==> config.mk <==
export PLATFORM = sky130hd
export DESIGN_NAME = std_rr_arbiter
export DESIGN_NICKNAME = d
export VERILOG_FILES = /design/src/rtl/std_arb_pkg.sv /design/src/rtl/DFFR.sv /design/src/rtl/std_rr_pick.sv /design/src/rtl/std_rr_arbiter.sv
export SDC_FILE = /design/constraint.sdc
export NUM_CORES = 1
export LEC_CHECK = 0
export ABC_AREA = 1
export BUFFER_PORTS_ARGS = -buffer_cell sky130_fd_sc_hd__buf_2
export CAP_MARGIN = 20
export CORE_MARGIN = 8
export CORE_UTILIZATION = 30
export CTS_BUF_LIST = sky130_fd_sc_hd__clkbuf_8
export CTS_CLUSTER_SIZE = 20
export DETAILED_ROUTE_END_ITERATION = 8
export HOLD_SLACK_MARGIN = 0.05
export PLACE_DENSITY_LB_ADDON = 0.3
export SLEW_MARGIN = 5
export SYNTH_ARGS = -nofsm -noshare
export SYNTH_HDL_FRONTEND = slang
export SYNTH_SLANG_ARGS = --single-unit
export TNS_END_PERCENT = 30
==> constraint.sdc <==
create_clock -name CLK -period 6.6 [get_ports CLK]
set_input_delay 0.99 -clock CLK [delete_from_list [all_inputs] [get_ports CLK]]
set_output_delay 0.99 -clock CLK [all_outputs]
set_load 0.005 [all_outputs]
==> src/rtl/std_arb_pkg.sv <==
// Shared types and limits for the round-robin arbiter family.
package std_arb_pkg;

  typedef enum logic {
    ARB_FREE   = 1'b0,
    ARB_LOCKED = 1'b1
  } arb_state_e;

  localparam int unsigned MaxNumReq = 16;

endpackage

==> src/rtl/DFFR.sv <==
// Generic W-bit flop with asynchronous active-low reset to zero.
module DFFR #(
  parameter int unsigned W = 1
) (
  input  logic         CLK,
  input  logic         RSTN,
  input  logic [W-1:0] i_d,
  output logic [W-1:0] o_q
);

  always_ff @(posedge CLK or negedge RSTN) begin
    if (!RSTN) o_q <= '0;
    else       o_q <= i_d;
  end

endmodule

==> src/rtl/std_rr_pick.sv <==
// Rotating priority pick: first set request at or above i_ptr, wrapping.
module std_rr_pick #(
  parameter int unsigned NumReq = 4,
  parameter int unsigned IdW    = $clog2(NumReq)
) (
  input  logic [NumReq-1:0] i_req,
  input  logic [IdW-1:0]    i_ptr,
  output logic [NumReq-1:0] o_gnt_c,
  output logic              o_found_c
);

  int unsigned w_idx;

  always_comb begin
    o_gnt_c   = '0;
    o_found_c = 1'b0;
    w_idx     = 0;
    for (int unsigned k = 0; k < NumReq; k++) begin
      w_idx = (32'(i_ptr) + k) % NumReq;
      if (!o_found_c && i_req[IdW'(w_idx)]) begin
        o_gnt_c[IdW'(w_idx)] = 1'b1;
        o_found_c            = 1'b1;
      end
    end
  end

endmodule

==> src/rtl/std_rr_arbiter.sv <==
// Round-robin arbiter feeding a one-entry registered output slot.
// Define STD_ARB_LOCK_EN to keep multi-beat packets contiguous on the output.
module std_rr_arbiter
  import std_arb_pkg::*;
#(
  parameter int unsigned NumReq = 4,
  parameter int unsigned Width  = 8,
  parameter int unsigned IdW    = $clog2(NumReq)
) (
  input  logic                    CLK,
  input  logic                    RSTN,
  input  logic [NumReq-1:0]       req_valid,
  input  logic [NumReq-1:0]       req_last,
  input  logic [NumReq*Width-1:0] req_data,
  output logic [NumReq-1:0]       req_ready,
  output logic                    out_valid,
  input  logic                    out_ready,
  output logic [Width-1:0]        out_data,
  output logic                    out_last,
  output logic [IdW-1:0]          out_id
);

  if (NumReq < 2 || NumReq > MaxNumReq) begin : g_bad_numreq
    $error("std_rr_arbiter: NumReq out of range");
  end

  logic              r_out_valid, w_out_valid_nxt;
  logic [Width-1:0]  r_out_data,  w_out_data_nxt;
  logic              r_out_last,  w_out_last_nxt;
  logic [IdW-1:0]    r_out_id,    w_out_id_nxt;
  logic [IdW-1:0]    r_ptr,       w_ptr_nxt;

  logic [NumReq-1:0] w_eligible;
  logic [NumReq-1:0] w_gnt;
  logic              w_found;
  logic              w_slot_free;
  logic              w_accept;
  logic              w_ptr_upd;
  logic [IdW-1:0]    w_win_idx;
  logic [Width-1:0]  w_win_data;
  logic              w_win_last;

  std_rr_pick #(.NumReq(NumReq), .IdW(IdW)) u_pick (
    .i_req     (w_eligible),
    .i_ptr     (r_ptr),
    .o_gnt_c   (w_gnt),
    .o_found_c (w_found)
  );

  // Free slot admits a beat even while the current one leaves.
  assign w_slot_free = !r_out_valid || out_ready;
  assign w_accept    = w_found && w_slot_free;
  assign req_ready   = w_slot_free ? w_gnt : '0;

  always_comb begin
    w_win_idx  = '0;
    w_win_data = '0;
    w_win_last = 1'b0;
    for (int unsigned i = 0; i < NumReq; i++) begin
      if (w_gnt[i]) begin
        w_win_idx  = IdW'(i);
        w_win_data = req_data[i*Width +: Width];
        w_win_last = req_last[i];
      end
    end
  end

  always_comb begin
    w_out_valid_nxt = r_out_valid;
    w_out_data_nxt  = r_out_data;
    w_out_last_nxt  = r_out_last;
    w_out_id_nxt    = r_out_id;
    if (w_accept) begin
      w_out_valid_nxt = 1'b1;
      w_out_data_nxt  = w_win_data;
      w_out_last_nxt  = w_win_last;
      w_out_id_nxt    = w_win_idx;
    end else if (r_out_valid && out_ready) begin
      w_out_valid_nxt = 1'b0;
    end
  end

  always_comb begin
    w_ptr_nxt = r_ptr;
    if (w_ptr_upd) begin
      w_ptr_nxt = (32'(w_win_idx) == NumReq - 1) ? '0 : w_win_idx + IdW'(1);
    end
  end

`ifdef STD_ARB_LOCK_EN
  logic [0:0]        w_state_q;
  arb_state_e        r_state, w_state_nxt;
  logic [IdW-1:0]    r_owner, w_owner_nxt;
  logic [NumReq-1:0] w_owner_mask;

  assign r_state   = arb_state_e'(w_state_q);
  assign w_ptr_upd = w_accept && w_win_last;

  // While locked only the packet owner may compete, even when idle.
  always_comb begin
    w_owner_mask = '0;
    for (int unsigned i = 0; i < NumReq; i++) begin
      w_owner_mask[i] = (r_owner == IdW'(i));
    end
    w_eligible = req_valid;
    if (r_state == ARB_LOCKED) w_eligible = req_valid & w_owner_mask;
  end

  always_comb begin
    w_state_nxt = r_state;
    w_owner_nxt = r_owner;
    case (r_state)
      ARB_FREE: begin
        if (w_accept && !w_win_last) begin
          w_state_nxt = ARB_LOCKED;
          w_owner_nxt = w_win_idx;
        end
      end
      ARB_LOCKED: begin
        if (w_accept && w_win_last) w_state_nxt = ARB_FREE;
      end
      default: w_state_nxt = ARB_FREE;
    endcase
  end

  DFFR #(.W(1))   u_state (.CLK(CLK), .RSTN(RSTN), .i_d(1'(w_state_nxt)), .o_q(w_state_q));
  DFFR #(.W(IdW)) u_owner (.CLK(CLK), .RSTN(RSTN), .i_d(w_owner_nxt),     .o_q(r_owner));
`else
  assign w_eligible = req_valid;
  assign w_ptr_upd  = w_accept;
`endif

  DFFR #(.W(1))     u_valid (.CLK(CLK), .RSTN(RSTN), .i_d(w_out_valid_nxt), .o_q(r_out_valid));
  DFFR #(.W(Width)) u_data  (.CLK(CLK), .RSTN(RSTN), .i_d(w_out_data_nxt),  .o_q(r_out_data));
  DFFR #(.W(1))     u_last  (.CLK(CLK), .RSTN(RSTN), .i_d(w_out_last_nxt),  .o_q(r_out_last));
  DFFR #(.W(IdW))   u_id    (.CLK(CLK), .RSTN(RSTN), .i_d(w_out_id_nxt),    .o_q(r_out_id));
  DFFR #(.W(IdW))   u_ptr   (.CLK(CLK), .RSTN(RSTN), .i_d(w_ptr_nxt),       .o_q(r_ptr));

  assign out_valid = r_out_valid;
  assign out_data  = r_out_data;
  assign out_last  = r_out_last;
  assign out_id    = r_out_id;

endmodule

==> flow_metrics.env, run 1 <==
export IMPL_path_class="reg2out"
export IMPL_final_util_pct=39.9
export IMPL_synth_seq_cells=14
export IMPL_postCtsHoldBufs=0
export IMPL_synthTopCellsByArea="dfrtp_1 26%, nand2_1 19%, nand3_1 12%"
export IMPL_top_usage_layer="met2"
export IMPL_dp_cells=318
export IMPL_htreeDepth=1
export IMPL_relSlewSlack_pct=60.2
export IMPL_synth_top_area_share_pct=25.7
export IMPL_final_cells=322
export IMPL_placed_area_um2=1680
export IMPL_via_per_inst=4.52
export IMPL_slowest_delay_ns=0.51
export IMPL_first_pass_iters=4
export IMPL_clkTransAtPathRegs_ns=0.06
export IMPL_tightest_slew_ns=0.596
export IMPL_die_x_um=83.4
export IMPL_clockBufferDepth=2
export IMPL_pin_count=59
export IMPL_netlist_instances=212
export IMPL_finalSetupViolations=0
export IMPL_layout_commonest_cell="nand2_1"
export IMPL_drc=0
export IMPL_timing_final_crit_share_pct=53.1
export IMPL_fin_area_um2=1740
export IMPL_clk_latency_ns=0.24
export IMPL_synth_cell_types=23
export IMPL_die_y_um=83.4
export IMPL_tns_ns=0
export IMPL_numClockSinks=14
export IMPL_layout_drive_gt1_share_pct=34.1
export IMPL_grt_pass1_vias=1541
export IMPL_n_fill_cell=481
export IMPL_path_buf_inv=4
export IMPL_grt_overflow=0
export IMPL_cellPowerDensity_nw_per_um2=550
export IMPL_cts_root_buf="clkbuf_8"
export IMPL_n_antenna_cell=0
export IMPL_syn_area_um2=1360
export IMPL_synth_nets=261
export IMPL_cts_tree="yes"
export IMPL_gp_congestion=0.865
export IMPL_cts_setup_buffers=0
export IMPL_period_minus_slack_ns=3.50
export IMPL_final_cell_mix="70 x nand2_1, 58 x buf_2, 33 x nand3_1"
export IMPL_fmax_mhz=286
export IMPL_nNetsFinal=320
export IMPL_ys_seq_area_share_pct=25.7
export IMPL_irDropWorstVdd_mv=0.207
export IMPL_grt_antenna_before_repair=0
export IMPL_crit_slowest_cell="dfrtp_1"
export IMPL_drv_cap=0
export IMPL_crit_arrival_ns=2.51
export IMPL_initial_core_util_pct=31.3
export IMPL_slew_viol_final=0
export IMPL_coreArea_um2=4350
export IMPL_grt_util_met2_pct=19.4
export IMPL_timing_critical_path_cells="inv_2 -> ha_1 -> inv_1 -> nand3_1 -> nand2_1 -> nand2_2 -> nor2_4 -> nand3_1 -> nand2_2 -> inv_2 -> nor2_1 -> buf_2"
export IMPL_grt_max_degree=19
export IMPL_critical_path_required_ns=5.61
export IMPL_clock_skew_ns=0.00164
export IMPL_yosysTopAreaCell="dfrtp_1"
export IMPL_critPathCaptureType="output pin"
export IMPL_ant_nets=0
export IMPL_use_met1_pct=12.9
export IMPL_rows=24
export IMPL_wl_um=4000
export IMPL_drtIter0Drc=73
export IMPL_grt_pass1_wl_um=6760
export IMPL_dp_hpwl_um=3280
export IMPL_portBuffers=58
export IMPL_yosysWarnings=0
export IMPL_hold_violations=0
export IMPL_hold_ws_ns=0.474
export IMPL_dieArea_um2=6960
export IMPL_min_path_type="reg2reg"
export IMPL_syn_area_per_cell_um2=6.43
export IMPL_avgRoutedWirePerCell_um=12.4
export IMPL_cts_resized=0
export IMPL_grt_use_total_pct=11.3
export IMPL_p_leak_nw=0.995
export IMPL_status="finished clean"
export IMPL_numCtsBuffers=3
export IMPL_startpoint_type="flip-flop"
export IMPL_grt_util_met3_pct=4.00
export IMPL_syn2layout_area_growth_pct=27.2
export IMPL_crit_path_max_fanout=13
export IMPL_rsz0062_at_grt="false"
export IMPL_path_delay_family="simple AND/OR/NAND/NOR gates"
export IMPL_vias=1456
## state kept, by name (all words and copies together) (netlist names)
name         flops
u_ptr.o_q        2
u_valid.o_q      1
u_last.o_q       1
u_data.o_q       8
u_id.o_q         2
## power by group
group | leakage (nW) | internal [mW] | switching (mW)
clock | 0.0288 | 0.0528 | 0.0310
sequential | 0.174 | 0.129 | 0.0277
combinational | 0.792 | 0.245 | 0.469
## worst min-delay path, stage by stage, from the launching register on
cell and delay, ns:
dfrtp_1 0.34, nand2_1 0.05, nand2_1 0.05
## kinds of logic (layout without fill, tap and decap cells)
group                      count (synthesis)  in the layout  synth area share, %
and+or+nand+nor                          148            148                 51.6
buffers and inverters                     27             85                 9.36
AOI/OAI and AO/OA                         17             17                 7.89
DFF                                       14             14                 25.7
adders and majority gates                  6              6                 5.50
## cell usage after synthesis
cell,count
nand2_1,70
nand3_1,33
nor2_1,19
inv_1,18
dfrtp_1,14
nand2_2,10
nor2_2,10
ha_1,6
a21boi_1,5
a21oi_1,5
buf_6,3
inv_2,3
o22ai_1,3
nand2_4,2
nand3_4,2
o21ai_0,2
buf_2,1
clkinv_1,1
inv_4,1
nand3_2,1
nor2_4,1
o21a_1,1
o22a_1,1
## per-layer routing
layer | vias up | part of all wire [%]
met4 | 0 | 1.8
li1 | 784 | -
met5 | - | 0
met3 | 8 | 8.2
met1 | 618 | 43
met2 | 46 | 47
## stage by stage
step                worst slack [ns]  power, mW
global placement                3.33      0.870
floorplan                       3.65      0.728
global route                    2.81       1.08
finish                          3.10      0.954
CTS                             3.08      0.963
detailed placement              3.28      0.875
## final cells by class
cell class | count | area [um^2] | share of cell area (%)
multi-input cells | 171 | 886 | 51.0
flip-flops and latches | 14 | 350 | 20.2
repair buffers | 58 | 290 | 16.7
inverters | 23 | 88.8 | 5.12
well taps | 52 | 65.1 | 3.75
clock buffers | 4 | 55.1 | 3.17
## worst paths after layout
| check | from | end | slack, ns | depth (start not counted) |
|---|---|---|---|---|
| max | u_ptr.o_q[0] | req_ready[2] | 3.10 | 12 |
| min | u_data.o_q[1] | u_data.o_q[1] | 0.47 | 2 |
| max reg2reg | u_ptr.o_q[0] | u_id.o_q[0] | 3.90 | 11 |
| min reg2reg | u_data.o_q[1] | u_data.o_q[1] | 0.47 | 2 |
| max in group asynchronous | RSTN | u_data.o_q[3] | 5.71 | 1 |
| min in group asynchronous | RSTN | u_data.o_q[2] | 0.64 | 1 |
No activity file was read; power rests on OpenSTA's default activity.
==> run 2: changes to the inputs <==
Clock period 6.6 ns to 3.39 ns, I/O delays scaled along.
==> run 2 against run 1 <==
  * Via count rose by 1.9%
  * Largest cell class unchanged
  * Design area rose by 0.43%
  * First-iteration DRC count rose by 14%
  * Global-route usage rose by 0.42 points
  * Power rose by 97%
  * Sequential cell count did not move
  * Wire length rose by 2.5%
  * Highest routed layer unchanged
  * Non-clock buffer count rose by 1
  * Core utilization rose by 0.17 points
  * Worst hold slack got worse by 0.32 ns
==> flow_metrics.env, run 2 (synthesized netlist as in run 1, its figures left out) <==
export IMPL_drt_met1_wl_um=1840
export IMPL_dp_hpwl_um=3390
export IMPL_reg_largest_list="u_data.o_q (8), u_id.o_q (2), u_ptr.o_q (2)"
export IMPL_relSlewSlack_pct=68.6
export IMPL_drtIter0Drc=83
export IMPL_critical_path_required_ns=2.88
export IMPL_fmax_mhz=335
export IMPL_timing_final_crit_share_pct=88.0
export IMPL_clkTransAtPathRegs_ns=0.06
export IMPL_clock_skew_ns=0.00177
export IMPL_grt_pass1_wl_um=7020
export IMPL_rows=24
export IMPL_nNetsFinal=321
export IMPL_drc=0
export IMPL_status="finished clean"
export IMPL_tns_ns=0
export IMPL_hold_violations=0
export IMPL_cellPowerDensity_nw_per_um2=1080
export IMPL_fin_ws_ns=0.405
export IMPL_largest_reg_flops=8
export IMPL_gp_congestion=0.818
export IMPL_drv_cap=0
export IMPL_top_layer="met4"
export IMPL_portBuffers=58
export IMPL_htreeDepth=1
export IMPL_grt_antenna_before_repair=0
export IMPL_rr_worst_depth=14
export IMPL_power_internal_mw=0.839
export IMPL_pin_count=59
export IMPL_ant_nets=0
export IMPL_via_per_inst=4.59
export IMPL_rsz0062_at_grt="false"
export IMPL_layout_drive_gt1_share_pct=34.3
export IMPL_postCtsHoldBufs=0
export IMPL_first_pass_iters=4
export IMPL_numCtsBuffers=3
export IMPL_netSwitchingFraction_pct=55.3
export IMPL_final_cells=323
export IMPL_cts_tree="yes"
export IMPL_path_class="reg2out"
export IMPL_min_path_type="in2async"
export IMPL_clockBufferDepth=2
export IMPL_finalSetupViolations=0
export IMPL_p_leak_nw=1.00
export IMPL_cts_resized=0
export IMPL_cts_setup_buffers=0
export IMPL_dp_cells=319
export IMPL_startpoint_type="flip-flop"
export IMPL_syn2layout_area_growth_pct=27.8
export IMPL_wl_met2_um=1980
export IMPL_cts_root_buf="clkbuf_8"
export IMPL_crit_path_max_fanout=13
export IMPL_p_comb_share_pct=75.0
export IMPL_irDropWorstVdd_mv=0.397
export IMPL_clk_latency_ns=0.24
export IMPL_wl_met3_um=228
export IMPL_dieArea_um2=6960
export IMPL_numClockSinks=14
export IMPL_critPathCaptureType="output pin"
export IMPL_n_antenna_cell=0
export IMPL_clock_power_share_pct=8.8
export IMPL_initial_core_util_pct=31.3
export IMPL_avgRoutedWirePerCell_um=12.7
export IMPL_period_minus_slack_ns=2.98
export IMPL_die_x_um=83.4
export IMPL_grt_overflow=0
export IMPL_p_seq_share_pct=16.3
export IMPL_wl_um=4100
export IMPL_r2r_end="u_data.o_q[7]"
export IMPL_coreArea_um2=4350
export IMPL_grt_max_degree=17
export IMPL_top_register="u_data.o_q"
export IMPL_power_total_mw=1.88
export IMPL_tightest_slew_ns=0.469
export IMPL_place_ws_ns=0.660
export IMPL_p_sw_mw=1.04
export IMPL_layout_commonest_cell="nand2_1"
export IMPL_vias=1484
export IMPL_r2r_start="u_ptr.o_q[1]"
export IMPL_crit_arrival_ns=2.48
export IMPL_r2r_slack_ns=0.92
export IMPL_final_cell_mix="70 x nand2_1, 58 x buf_2, 33 x nand3_1"
export IMPL_slew_viol_final=0
export IMPL_grt_pass1_vias=1520
export IMPL_grt_use_total_pct=11.7
export IMPL_die_y_um=83.4
==> run 2: how the worst max path moves through the flow <==
| stage | startpoint | slack, ns | depth (start not counted) | endpoint |
|---|---|---|---|---|
| after global routing | u_ptr.o_q[0] | 0.09 | 12 | req_ready[2] |
| final | u_ptr.o_q[1] | 0.41 | 12 | req_ready[2] |
| after floorplan | u_ptr.o_q[0] | 1.02 | 14 | req_ready[3] |
| after detailed placement | u_ptr.o_q[0] | 0.66 | 12 | req_ready[2] |
| after global placement | u_ptr.o_q[0] | 0.75 | 12 | req_ready[2] |
| after CTS | u_ptr.o_q[0] | 0.38 | 12 | req_ready[2] |
==> run 2: power by group through the flow <==
| stage | Sequential, mW | Clock [mW] | Combinational, mW |
|---|---|---|---|
| global route | 0.317 | 0.178 | 1.62 |
| global placement | 0.306 | 0 | 1.40 |
| floorplan | 0.310 | 0 | 1.11 |
| finish | 0.305 | 0.165 | 1.41 |
| detailed placement | 0.308 | 0 | 1.41 |
| CTS | 0.306 | 0.168 | 1.42 |
==> run 2: metrics by stage <==
stage	hold WS [ns]	util [%]	area, um^2
floorplan	0.213	-	1360
global placement	0.429	38.8	1690
detailed placement	0.434	38.8	1690
CTS	0.171	40.0	1740
global route	0.175	40.0	1740
finish	0.158	40.0	1740
==> run 2: cell type report <==
class	count	area, um^2
Tap cell	52	65.1
Sequential cell	14	350
Fill cell	470	2610
Clock buffer	4	55.1
Inverter	23	88.8
Multi-Input combinational cell	171	886
Timing Repair Buffer	59	298
==> run 2: critical path, cell delays in order, from the launching register on <==
cell and delay (ns):
dfrtp_1 0.46, inv_1 0.25, ha_1 0.31, inv_1 0.12, nand3_1 0.08, nand2_1 0.11
nand2_2 0.08, nor2_4 0.10, nand3_1 0.09, nand2_2 0.25, inv_2 0.15, nor2_1 0.11
buf_2 0.12
==> run 2: layer usage <==
layer	GRT usage, %	vias to the layer above
met5	0	-
met4	2.67	0
met3	3.81	4
met2	19.0	34
met1	14.6	656
li1	-	790
==> run 3: changes to the inputs <==
Settings changed: ABC_AREA 1 to not set.
==> run 3 against run 2 <==
  * Final cell count down 24%
  * Critical path depth down 4
  * Wire length down 8.3%
  * Synthesized cell count down 38%
  * Global-route usage up 0.55 points
  * Non-clock buffer count up 5
  * Setup slack worse by 0.072 ns
  * Die area down 4.6%
==> flow_metrics.env, run 3 <==
export IMPL_first_pass_iters=4
export IMPL_grt_antenna_before_repair=0
export IMPL_crit_slowest_cell="mux4_2"
export IMPL_rows=24
export IMPL_irDropWorstVdd_mv=0.462
export IMPL_clockBufferDepth=2
export IMPL_layout_drive_gt1_share_pct=42.8
export IMPL_dp_hpwl_um=2970
export IMPL_synth_edf_count=0
export IMPL_grt_overflow=0
export IMPL_r2r_start="u_ptr.o_q[1]"
export IMPL_synth_cell_types=39
export IMPL_nNetsFinal=244
export IMPL_die_y_um=81.5
export IMPL_n_fill_cell=425
export IMPL_final_cell_mix="58 x buf_2, 14 x dfrtp_1, 12 x nand2_1"
export IMPL_cts_resized=0
export IMPL_place_ws_ns=0.535
export IMPL_reg_largest_list="u_data.o_q (8), u_id.o_q (2), u_ptr.o_q (2)"
export IMPL_top_register="u_data.o_q"
export IMPL_clkTransAtPathRegs_ns=0.06
export IMPL_hold_ws_ns=0.151
export IMPL_portBuffers=58
export IMPL_numClockSinks=14
export IMPL_placed_area_um2=1650
export IMPL_slew_viol_final=0
export IMPL_relSlewSlack_pct=56.7
export IMPL_yosysWarnings=0
export IMPL_fin_ws_ns=0.333
export IMPL_cellPowerDensity_nw_per_um2=964
export IMPL_drv_cap=0
export IMPL_timing_final_crit_share_pct=90.2
export IMPL_tightest_slew_ns=0.649
export IMPL_yosysTopAreaCell="dfrtp_1"
export IMPL_grt_use_total_pct=12.3
export IMPL_path_class="reg2out"
export IMPL_postCtsHoldBufs=0
export IMPL_startpoint_type="flip-flop"
export IMPL_synth_top_area_share_pct=27.2
export IMPL_grt_pass1_wl_um=6450
export IMPL_critical_path_required_ns=2.88
export IMPL_avgRoutedWirePerCell_um=15.3
export IMPL_grt_pass1_vias=1430
export IMPL_gp_congestion=0.802
export IMPL_largest_reg_flops=8
export IMPL_timing_critical_path_cells="inv_1 -> ha_1 -> mux4_2 -> inv_2 -> a2111oi_2 -> o2bb2ai_2 -> and2_1 -> buf_2"
export IMPL_clock_skew_ns=0.000595
export IMPL_post_synth_top_count_cell="dfrtp_1"
export IMPL_ys_seq_area_share_pct=27.2
export IMPL_netlist_instances=131
export IMPL_final_cells=246
export IMPL_period_minus_slack_ns=3.06
export IMPL_drc=0
export IMPL_via_per_inst=5.19
export IMPL_layout_commonest_cell="buf_2"
export IMPL_crit_arrival_ns=2.55
export IMPL_crit_path_max_fanout=8
export IMPL_synthArstFlopShare_pct=100
export IMPL_p_leak_nw=0.838
export IMPL_path_buf_inv=3
export IMPL_pin_count=59
export IMPL_cts_setup_buffers=0
export IMPL_grt_max_degree=21
export IMPL_critPathCaptureType="output pin"
export IMPL_ant_nets=0
export IMPL_finalSetupViolations=0
export IMPL_fin_area_um2=1700
export IMPL_rsz0062_at_grt="false"
export IMPL_wl_um=3760
export IMPL_yosys_most_used_dff="dfrtp_1"
export IMPL_htreeDepth=1
export IMPL_path_delay_family="multiplexers"
export IMPL_numCtsBuffers=3
export IMPL_r2r_slack_ns=0.53
export IMPL_final_util_pct=40.2
export IMPL_status="finished clean"
export IMPL_tns_ns=0
export IMPL_synth_nets=180
export IMPL_r2r_end="u_last.o_q"
export IMPL_syn2layout_area_growth_pct=32.5
export IMPL_synth_seq_cells=14
export IMPL_fmax_mhz=327
export IMPL_die_x_um=81.5
export IMPL_dp_cells=242
export IMPL_n_antenna_cell=0
export IMPL_min_path_type="in2async"
export IMPL_rr_worst_depth=10
export IMPL_synth_commonest_cells="14 x dfrtp_1, 12 x nand2_1, 11 x a22o_1, 11 x nor2_1"
export IMPL_hold_violations=0
export IMPL_syn_area_per_cell_um2=9.82
export IMPL_cts_root_buf="clkbuf_8"
export IMPL_power_total_mw=1.64
export IMPL_coreArea_um2=4230
export IMPL_dieArea_um2=6640
export IMPL_cts_tree="yes"
export IMPL_slowest_delay_ns=0.60
export IMPL_clk_latency_ns=0.25
export IMPL_initial_core_util_pct=30.4
export IMPL_syn_area_um2=1290
export IMPL_vias=1277
export IMPL_drtIter0Drc=56
export IMPL_synthTopCellsByArea="dfrtp_1 27%, a22o_1 7.5%, ha_1 5.8%"
[run 3: cell count changes in the layout (fill, tap and decap cells not counted), moves of 6 or more]
cell	change
a22o_1	+11
nor2_1	-8
inv_1	-15
nand2_2	-10
nand3_1	-30
nor2_2	-9
a21o_1	+6
nand2_1	-58
[run 3: area by class of cell]
cell class,instances,area [um^2],share of cell area (%)
repair buffers,64,335,19.7
well taps,52,65.1,3.82
multi-input cells,108,883,51.8
flip-flops and latches,14,350,20.6
inverters,4,15.0,0.881
clock buffers,4,55.1,3.23
[run 3: worst max-delay path by stage]
stage                            start             to  slack, ns  cells after the start
after floorplan           u_ptr.o_q[0]   req_ready[2]       0.50                      9
after global placement    u_ptr.o_q[1]  u_data.o_q[6]       0.58                     10
after detailed placement  u_ptr.o_q[1]  u_data.o_q[4]       0.54                     10
after CTS                 u_ptr.o_q[1]   req_ready[2]       0.31                      8
after global routing      u_ptr.o_q[1]   req_ready[2]       0.12                      8
final                     u_ptr.o_q[1]   req_ready[2]       0.33                      8
[run 3: cells by family (layout without fill, tap and decap cells)]
family	count (synthesis)	in the layout	share of synthesized area [%]
flops	14	14	27.2
fa+ha+maj	6	6	5.84
simple gates	51	51	21.8
mux	8	8	10.3
compound gates	43	43	30.7
buf+inv	9	72	4.09
[run 3: layer usage]
metal / track usage [%] / up-vias / wire, um
li1: - / 632 / -
met1: 16.4 / 590 / 1740
met2: 17.7 / 51 / 1700
met3: 4.27 / 4 / 272
met4: 4.46 / 0 / 42
met5: 0 / - / 0
[run 3: where the power goes]
part | switching (mW) | internal, mW
Combinational | 0.627 | 0.564
Clock | 0.0650 | 0.103
Sequential | 0.0378 | 0.246
